`src/rtl/seg7_pkg.sv`:
```
// Shared constants and types for the seven-segment BCD display block.
// Segment patterns are active-low, bit order 6543210 (g f e d c b a).
package seg7_pkg;

  localparam logic [6:0] SEG_BLANK = 7'h7F;
  localparam logic [6:0] SEG_DASH  = 7'b0111111;

  // Index n holds the pattern for decimal digit n.
  localparam logic [9:0][6:0] SEG_TABLE = {
    7'b0010000,  // 9
    7'b0000000,  // 8
    7'b1111000,  // 7
    7'b0000010,  // 6
    7'b0010010,  // 5
    7'b0011001,  // 4
    7'b0110000,  // 3
    7'b0100100,  // 2
    7'b1111001,  // 1
    7'b1000000   // 0
  };

  typedef enum logic [1:0] {
    IDLE,
    SHIFT,
    DONE
  } disp_state_t;

  // 10**n, used to size the overflow threshold at elaboration time.
  function automatic longint unsigned pow10(input int unsigned n);
    longint unsigned r;
    r = 64'd1;
    for (int unsigned i = 0; i < n; i++) begin
      r = r * 64'd10;
    end
    return r;
  endfunction

endpackage

```
`src/rtl/seg7_digit_dec.sv`:
```
// One BCD nibble to an active-low seven-segment pattern.
// A blank request or a non-decimal nibble both produce an unlit digit.
module seg7_digit_dec
  import seg7_pkg::*;
(
  input  logic [3:0] bcd,
  input  logic       blank,
  output logic [6:0] seg
);

  // Decode the nibble; anything that is not 0-9 stays dark rather than X.
  always_comb begin
    // NOTE: assigning a default before the case guarantees every path drives seg,
    // so no latch can be inferred.
    seg = SEG_BLANK;
    if (!blank) begin
      case (bcd)
        4'd0: seg = SEG_TABLE[0];
        4'd1: seg = SEG_TABLE[1];
        4'd2: seg = SEG_TABLE[2];
        4'd3: seg = SEG_TABLE[3];
        4'd4: seg = SEG_TABLE[4];
        4'd5: seg = SEG_TABLE[5];
        4'd6: seg = SEG_TABLE[6];
        4'd7: seg = SEG_TABLE[7];
        4'd8: seg = SEG_TABLE[8];
        4'd9: seg = SEG_TABLE[9];
        default: seg = SEG_BLANK;
      endcase
    end
  end

endmodule

```
`src/rtl/seg7_bcd_display.sv`:
```
// Multi-digit score/level readout: sequential double-dabble binary-to-BCD
// conversion (one shift per clock), registered active-low segment patterns,
// leading-zero blanking, overflow dashes and whole-display blinking.
module seg7_bcd_display
  import seg7_pkg::*;
#(
  parameter int NUM_DIGITS = 6,
  parameter int BIN_WIDTH  = 20,
  parameter int BLINK_DIV  = 25_000_000
) (
  input  logic                        clk,
  input  logic                        reset_n,
  input  logic [BIN_WIDTH-1:0]        value,
  input  logic                        load,
  input  logic                        blank_zeros,
  input  logic                        blink_en,
  output logic                        busy,
  output logic                        done,
  output logic                        overflow,
  output logic [NUM_DIGITS-1:0][6:0]  leds
);

  localparam int BCD_W   = NUM_DIGITS * 4;
  localparam int CNT_W   = $clog2(BIN_WIDTH + 1);
  localparam int BLINK_W = $clog2(BLINK_DIV);

  localparam longint unsigned  OVF_LIMIT  = pow10(NUM_DIGITS);
  localparam logic [CNT_W-1:0]   LAST_SHIFT = CNT_W'(BIN_WIDTH - 1);
  localparam logic [BLINK_W-1:0] BLINK_LAST = BLINK_W'(BLINK_DIV - 1);

  disp_state_t state, state_next;

  logic [BCD_W-1:0]     bcd, bcd_next;
  logic [BIN_WIDTH-1:0] bin, bin_next;
  logic [CNT_W-1:0]     shift_cnt;
  logic                 ovf_pend;
  logic                 ovf_now;
  logic                 last_shift;

  logic [NUM_DIGITS-1:0][6:0] pattern;
  logic [NUM_DIGITS-1:0][6:0] dec_seg;
  logic [NUM_DIGITS:0]        lead_zero;
  logic [NUM_DIGITS-1:0]      blank_dig;

  logic [BLINK_W-1:0] blink_cnt;
  logic               blink_off;

  assign ovf_now    = (64'(value) >= OVF_LIMIT);
  assign last_shift = (shift_cnt == LAST_SHIFT);

  // FSM state register.
  always_ff @(posedge clk or negedge reset_n) begin
    // NOTE: sequential state uses non-blocking assignments so every register
    // samples the pre-edge values regardless of block ordering.
    if (!reset_n) state <= IDLE;
    else          state <= state_next;
  end

  // FSM next-state logic: load only accepted in IDLE, DONE lasts one cycle.
  always_comb begin
    state_next = state;
    case (state)
      IDLE:    if (load)       state_next = SHIFT;
      SHIFT:   if (last_shift) state_next = DONE;
      DONE:                    state_next = IDLE;
      default:                 state_next = IDLE;
    endcase
  end

  // FSM outputs.
  always_comb begin
    busy = (state == SHIFT);
    done = (state == DONE);
  end

  // One double-dabble step: add 3 to every nibble >= 5, then shift {bcd,bin} left.
  always_comb begin
    logic [3:0] nib;
    logic       carry;
    bcd_next = '0;
    carry    = bin[BIN_WIDTH-1];
    for (int i = 0; i < NUM_DIGITS; i++) begin
      nib = bcd[i*4 +: 4];
      if (nib >= 4'd5) nib = nib + 4'd3;
      bcd_next[i*4 +: 4] = {nib[2:0], carry};
      carry = nib[3];
    end
    bin_next = {bin[BIN_WIDTH-2:0], 1'b0};
  end

  // Conversion datapath: capture on load, shift once per SHIFT cycle.
  always_ff @(posedge clk or negedge reset_n) begin
    if (!reset_n) begin
      bin       <= '0;
      bcd       <= '0;
      shift_cnt <= '0;
      ovf_pend  <= 1'b0;
    end else begin
      case (state)
        IDLE: if (load) begin
          bin       <= value;
          bcd       <= '0;
          shift_cnt <= '0;
          ovf_pend  <= ovf_now;
        end
        SHIFT: begin
          bin       <= bin_next;
          bcd       <= bcd_next;
          shift_cnt <= shift_cnt + 1'b1;
        end
        default: ;
      endcase
    end
  end

  // Leading-zero detection on the final BCD result; digit 0 is never blanked.
  always_comb begin
    lead_zero             = '0;
    lead_zero[NUM_DIGITS] = 1'b1;
    for (int i = NUM_DIGITS - 1; i >= 0; i--) begin
      lead_zero[i] = lead_zero[i+1] && (bcd_next[i*4 +: 4] == 4'd0);
    end
    blank_dig = '0;
    for (int i = 1; i < NUM_DIGITS; i++) begin
      blank_dig[i] = blank_zeros && lead_zero[i];
    end
  end

  // Per-digit decoders fed from the value the last shift will produce.
  for (genvar g = 0; g < NUM_DIGITS; g++) begin : g_dec
    seg7_digit_dec u_dec (
      .bcd   (bcd_next[g*4 +: 4]),
      .blank (blank_dig[g]),
      .seg   (dec_seg[g])
    );
  end

  // Display register: updated on the edge that enters DONE, held otherwise.
  always_ff @(posedge clk or negedge reset_n) begin
    if (!reset_n) begin
      pattern  <= {NUM_DIGITS{SEG_BLANK}};
      overflow <= 1'b0;
    end else if (state == SHIFT && last_shift) begin
      overflow <= ovf_pend;
      pattern  <= ovf_pend ? {NUM_DIGITS{SEG_DASH}} : dec_seg;
    end
  end

  // Blink timer: idle at count 0 / phase ON while disabled.
  always_ff @(posedge clk or negedge reset_n) begin
    if (!reset_n) begin
      blink_cnt <= '0;
      blink_off <= 1'b0;
    end else if (!blink_en) begin
      blink_cnt <= '0;
      blink_off <= 1'b0;
    end else if (blink_cnt == BLINK_LAST) begin
      blink_cnt <= '0;
      blink_off <= ~blink_off;
    end else begin
      blink_cnt <= blink_cnt + 1'b1;
    end
  end

  // Blink masking on the registered pattern.
  always_comb begin
    leds = blink_off ? {NUM_DIGITS{SEG_BLANK}} : pattern;
  end

endmodule

```
`config.mk`:
```
export PLATFORM = sky130hd
export DESIGN_NAME = seg7_bcd_display
export DESIGN_NICKNAME = d
export VERILOG_FILES = /design/src/rtl/seg7_pkg.sv /design/src/rtl/seg7_digit_dec.sv /design/src/rtl/seg7_bcd_display.sv
export SDC_FILE = /design/constraint.sdc
export NUM_CORES = 1
export LEC_CHECK = 0
export BUFFER_PORTS_ARGS = -buffer_cell sky130_fd_sc_hd__buf_2
export CORE_MARGIN = 5
export CORE_UTILIZATION = 50
export CTS_CLUSTER_SIZE = 40
export DETAILED_ROUTE_END_ITERATION = 6
export PLACE_DENSITY = 0.69
export SLEW_MARGIN = 10
export SYNTH_ARGS = -nofsm -noshare
export SYNTH_HDL_FRONTEND = slang
export SYNTH_HIERARCHICAL = 1
export SYNTH_SLANG_ARGS = --single-unit
```
`constraint.sdc`:
```
create_clock -name clk -period 3.6 [get_ports clk]
set_clock_uncertainty 0.2 [all_clocks]
set_input_delay 0.36 -clock clk [delete_from_list [all_inputs] [get_ports clk]]
set_output_delay 0.36 -clock clk [all_outputs]
set_load 0.05 [all_outputs]
```
==> metrics.txt <==
# TYPE chip_impl_metric gauge
chip_impl_metric{name="fp.dieW",unit="um"} 133
chip_impl_info{name="rsz0062_at_grt",value="false"} 1
chip_impl_info{name="crit_path_start_kind",value="flip-flop"} 1
chip_impl_metric{name="clock_insertion_delay_worst_skew",unit="ns"} 0.42
chip_impl_metric{name="io_pins",unit=""} 70
chip_impl_metric{name="worst_slack",unit="ns"} 0.592
chip_impl_metric{name="share_seq_of_total_power",unit=""} 0.240
chip_impl_metric{name="sequential_area_share_after_synthesis",unit=""} 0.409
chip_impl_metric{name="critical-path-max-stage-delay",unit="ns"} 0.41
chip_impl_info{name="synth_largest_area_cell",value="sky130_fd_sc_hd__dfrtp_1"} 1
chip_impl_metric{name="synth_area",unit="sq mm"} 0.00753
chip_impl_metric{name="drt-pass1-iter-count",unit=""} 4
chip_impl_info{name="critical_path.reg2reg.startpoint",value="bcd[20]"} 1
chip_impl_metric{name="synth.top_cell.area_share",unit=""} 0.262
chip_impl_metric{name="grt_antenna_before_repair",unit=""} 0
chip_impl_info{name="worstSetupStartpoint",value="bcd[20]"} 1
chip_impl_metric{name="floorplan_core_area",unit="sq mm"} 0.0146
chip_impl_info{name="crit_path_cell_trace",value="inv_1, ha_1, nand2b_1, a21oi_1, mux2i_1, nand4b_1, inv_1, and3_1, nor2_1, a21oi_1, nor2_1, o21ai_0"} 1
chip_impl_metric{name="first_iter_violations",unit=""} 237
chip_impl_metric{name="detailedPlace.worstSlack",unit="ns"} 0.602
chip_impl_metric{name="multi_input_area",unit="sq mm"} 0.00408
chip_impl_metric{name="power_frac_clock",unit=""} 0.201
chip_impl_metric{name="port_buffers",unit=""} 69
chip_impl_metric{name="vias",unit=""} 6039
chip_impl_metric{name="ctsLongestPathBuffers",unit=""} 2
chip_impl_metric{name="drt_wl_total",unit="um"} 16100
chip_impl_metric{name="worst_setup_hold_path_clk_slew",unit="ns"} 0.06
chip_impl_metric{name="cts-buffers-inserted",unit=""} 17
chip_impl_metric{name="reg2reg_path_depth",unit=""} 12
chip_impl_metric{name="worst_slew_pin_tran",unit="ns"} 1.08
chip_impl_metric{name="time_the_final_worst_path_needs_with_i_o_delays_and_setup",unit="ns"} 3.01
chip_impl_metric{name="powerDensity",unit="mW/mm^2"} 1100
chip_impl_metric{name="cap_violations",unit=""} 0
chip_impl_metric{name="totalPowerFinal",unit="mW"} 9.63
chip_impl_metric{name="detailed_place_hpwl",unit="um"} 10900
chip_impl_metric{name="num-nets-final",unit=""} 1020
chip_impl_metric{name="synth_warn",unit=""} 6
chip_impl_info{name="worst_path_dominant_cell_family",value="simple AND/OR/NAND/NOR gates"} 1
chip_impl_metric{name="grt_pass1_vias",unit=""} 5898
chip_impl_metric{name="timing.final.hold_violations",unit=""} 0
chip_impl_metric{name="slew-limit-headroom",unit=""} 0.272
chip_impl_metric{name="worstPathRequired",unit="ns"} 3.74
chip_impl_metric{name="biggest_fanout_along_the_worst_timing_path",unit=""} 8
chip_impl_metric{name="post_synth_inst_count",unit=""} 876
chip_impl_metric{name="synth-seq-cells",unit=""} 121
chip_impl_metric{name="p_sw",unit="mW"} 4.35
chip_impl_metric{name="syn_to_final_growth",unit="%"} 16.2
chip_impl_metric{name="min_period_over_period",unit=""} 0.836
chip_impl_metric{name="synth_enable_flop_cells",unit=""} 0
chip_impl_metric{name="ys_types",unit=""} 47
chip_impl_metric{name="setup_tns",unit="ns"} 0
chip_impl_metric{name="timing.final.max_slew_violations",unit=""} 0
chip_impl_metric{name="route.detailed.wl_per_inst",unit="um"} 14.0
chip_impl_metric{name="diodes",unit=""} 0
chip_impl_metric{name="share_of_async_settable_or_async_resettable_flops_after_synthesis",unit=""} 1.00
chip_impl_info{name="yosys.cell_count.top_type",value="sky130_fd_sc_hd__nor2_1"} 1
chip_impl_metric{name="switching_share",unit=""} 0.452
chip_impl_metric{name="sum_of_buffers_and_inverters_on_the_critical_path",unit=""} 2
chip_impl_info{name="synth-main-ff-cell",value="sky130_fd_sc_hd__dfrtp_1"} 1
chip_impl_metric{name="worst-r2r-setup-slack",unit="ns"} 0.59
chip_impl_metric{name="p_comb_frac",unit=""} 0.559
chip_impl_info{name="worst_setup_path_end_kind",value="flip-flop"} 1
chip_impl_metric{name="final.fill_count",unit=""} 1281
chip_impl_metric{name="hold_path_depth",unit=""} 3
chip_impl_metric{name="htree_levels",unit=""} 4
chip_impl_metric{name="pin_count_of_the_biggest_net_entering_global_routing",unit=""} 78
chip_impl_info{name="clock-root-buffer",value="sky130_fd_sc_hd__clkbuf_16"} 1
chip_impl_metric{name="globalplace.congestion",unit=""} 0.822
chip_impl_info{name="regToRegEndpoint",value="pattern[26]"} 1
chip_impl_info{name="cpMaxStageDelayCell",value="sky130_fd_sc_hd__dfrtp_1"} 1
chip_impl_metric{name="area_of_all_sequential_standard_cells",unit="sq mm"} 0.00308
chip_impl_metric{name="via_cell_ratio",unit=""} 5.26
chip_impl_metric{name="tritoncts_num_sinks",unit=""} 121
chip_impl_metric{name="arrival",unit="ns"} 3.15
chip_impl_metric{name="drcViolationCount",unit=""} 0
chip_impl_metric{name="ir_drop",unit="mV"} 0.484
chip_impl_info{name="worstHoldPathType",value="input pin to flip-flop"} 1
chip_impl_metric{name="die_area",unit="sq mm"} 0.0176
chip_impl_metric{name="fp.dieH",unit="um"} 133
chip_impl_info{name="run_status",value="complete, no violations"} 1
chip_impl_metric{name="maxClockFrequency",unit="MHz"} 332
chip_impl_metric{name="leakagePower",unit="nW"} 4.21
chip_impl_metric{name="globalRoute.totalOverflow",unit=""} 0
chip_impl_info{name="critical_path_class",value="flip-flop to flip-flop"} 1
chip_impl_metric{name="proportion_of_layout_cells_with_a_drive_suffix_above_1",unit=""} 0.240
chip_impl_info{name="capture_endpoint_of_the_worst_hold_path",value="bin[3]"} 1
chip_impl_metric{name="wire_length_of_the_first_global_routing_pass",unit="um"} 28200
chip_impl_info{name="hold_path.startpoint",value="value[3]"} 1
chip_impl_metric{name="core.rowCount",unit=""} 44
chip_impl_info{name="synth_common_cells",value="sky130_fd_sc_hd__nor2_1 (117), sky130_fd_sc_hd__nand2_1 (100), sky130_fd_sc_hd__o21ai_0 (92), sky130_fd_sc_hd__dfrtp_1 (79), sky130_fd_sc_hd__a21oi_1 (47)"} 1
chip_impl_metric{name="avgSynthCellArea",unit="sq um"} 8.60
chip_impl_metric{name="initial_core_util",unit=""} 0.515
chip_impl_metric{name="drtAntennaViolNets",unit=""} 0
chip_impl_metric{name="setup_viol",unit=""} 0
chip_impl_info{name="ys_top_cells_by_area",value="sky130_fd_sc_hd__dfrtp_1 (26%), sky130_fd_sc_hd__dfstp_2 (15%), sky130_fd_sc_hd__ha_1 (7.3%)"} 1
chip_impl_metric{name="p_int",unit="mW"} 5.28
chip_impl_info{name="cts_tree",value="done"} 1
chip_impl_metric{name="globalRouteTotalUtil",unit=""} 0.192
per-stage QoR:
| step | cells | hold slack, ns | area (sq um) | utilization |
|---|---|---|---|---|
| global placement | 1111 | 0.265 | 8030 | 0.548 |
| floorplan | 882 | -0.136 | 7560 | - |
| global route | 1148 | 0.0173 | 8750 | 0.598 |
| CTS | 1148 | 0.000643 | 8750 | 0.598 |
| detailed placement | 1111 | 0.269 | 8030 | 0.548 |
| finish | 1148 | 0.0177 | 8750 | 0.598 |
tightest hold or removal path, delay by kind of cell:
family	cells	cell delay, ns
simple gates	1	0.09
compound gates	1	0.05
buf+inv	1	0.08
routing by layer:
metal  track usage  up-vias  wire length (um)
met1         0.264     2856              7850
li1              -     3091                 -
met2         0.305       86              7560
met3        0.0433        6               612
met4        0.0548        0                97
met5             0        -                 0
cells by family (layout without fill, tap and decap cells):
group | after synthesis | count (layout) | synth area share
and+or+nand+nor | 393 | 393 | 0.273
AOI/OAI and AO/OA | 190 | 190 | 0.139
DFF | 121 | 121 | 0.409
buffers and inverters | 83 | 165 | 0.0528
adders and majority gates | 44 | 44 | 0.0731
xor gates and xnor gates | 36 | 36 | 0.0418
muxes | 8 | 8 | 0.0110
other | 1 | 7 | 0.000498
layout by cell type (no fill, tap or decap), drive strengths merged, types with 40 or more instances in the layout:
cell type,instances
dfrtp,79
nor2,118
nand2,100
o21ai,94
or2,43
a21oi,47
dfstp,42
nand2b,40
ha,44
buf,87
inv,42
sequential cells by signal, summed over array words and instances, names as in the netlist:
signal,cells
pattern,42
blink_cnt,25
bcd,24
bin,20
shift_cnt,5
state,2
blink_off,1
overflow,1
ovf_pend,1
power groups by stage:
stage / clock, mW / combinational, mW / sequential [mW]
detailed placement: 0 / 5.37 / 2.32
global route: 2.05 / 6.08 / 2.38
floorplan: 0 / 4.36 / 2.22
CTS: 1.98 / 5.41 / 2.31
finish: 1.94 / 5.38 / 2.31
global placement: 0 / 5.29 / 2.31
worst max-delay path by stage:
stage	endpoint	slack [ns]	cells past startpoint
after detailed placement	pattern[26]	0.60	12
final	pattern[26]	0.59	12
after global placement	pattern[26]	0.71	12
after CTS	pattern[26]	0.58	12
after floorplan	pattern[7]	0.89	11
after global routing	pattern[24]	0.21	12
what timing repair did:
| item | 4_1_cts | 5_1_grt |
|---|---|---|
| buffers inserted | 0 | 0 |
| endpoints found under the hold margin | 69 | 0 |
| hold buffers | 5 | 0 |
| gates resized for setup | 0 | 0 |
final cells by class:
class | count | area share
clock buffers | 17 | 0.0486
clock inverters | 15 | 0.0283
repair buffers | 92 | 0.0609
well taps | 184 | 0.0263
inverters | 41 | 0.0176
flip-flops and latches | 121 | 0.352
multi-input cells | 678 | 0.466
No activity file was read; power rests on OpenSTA's default activity.
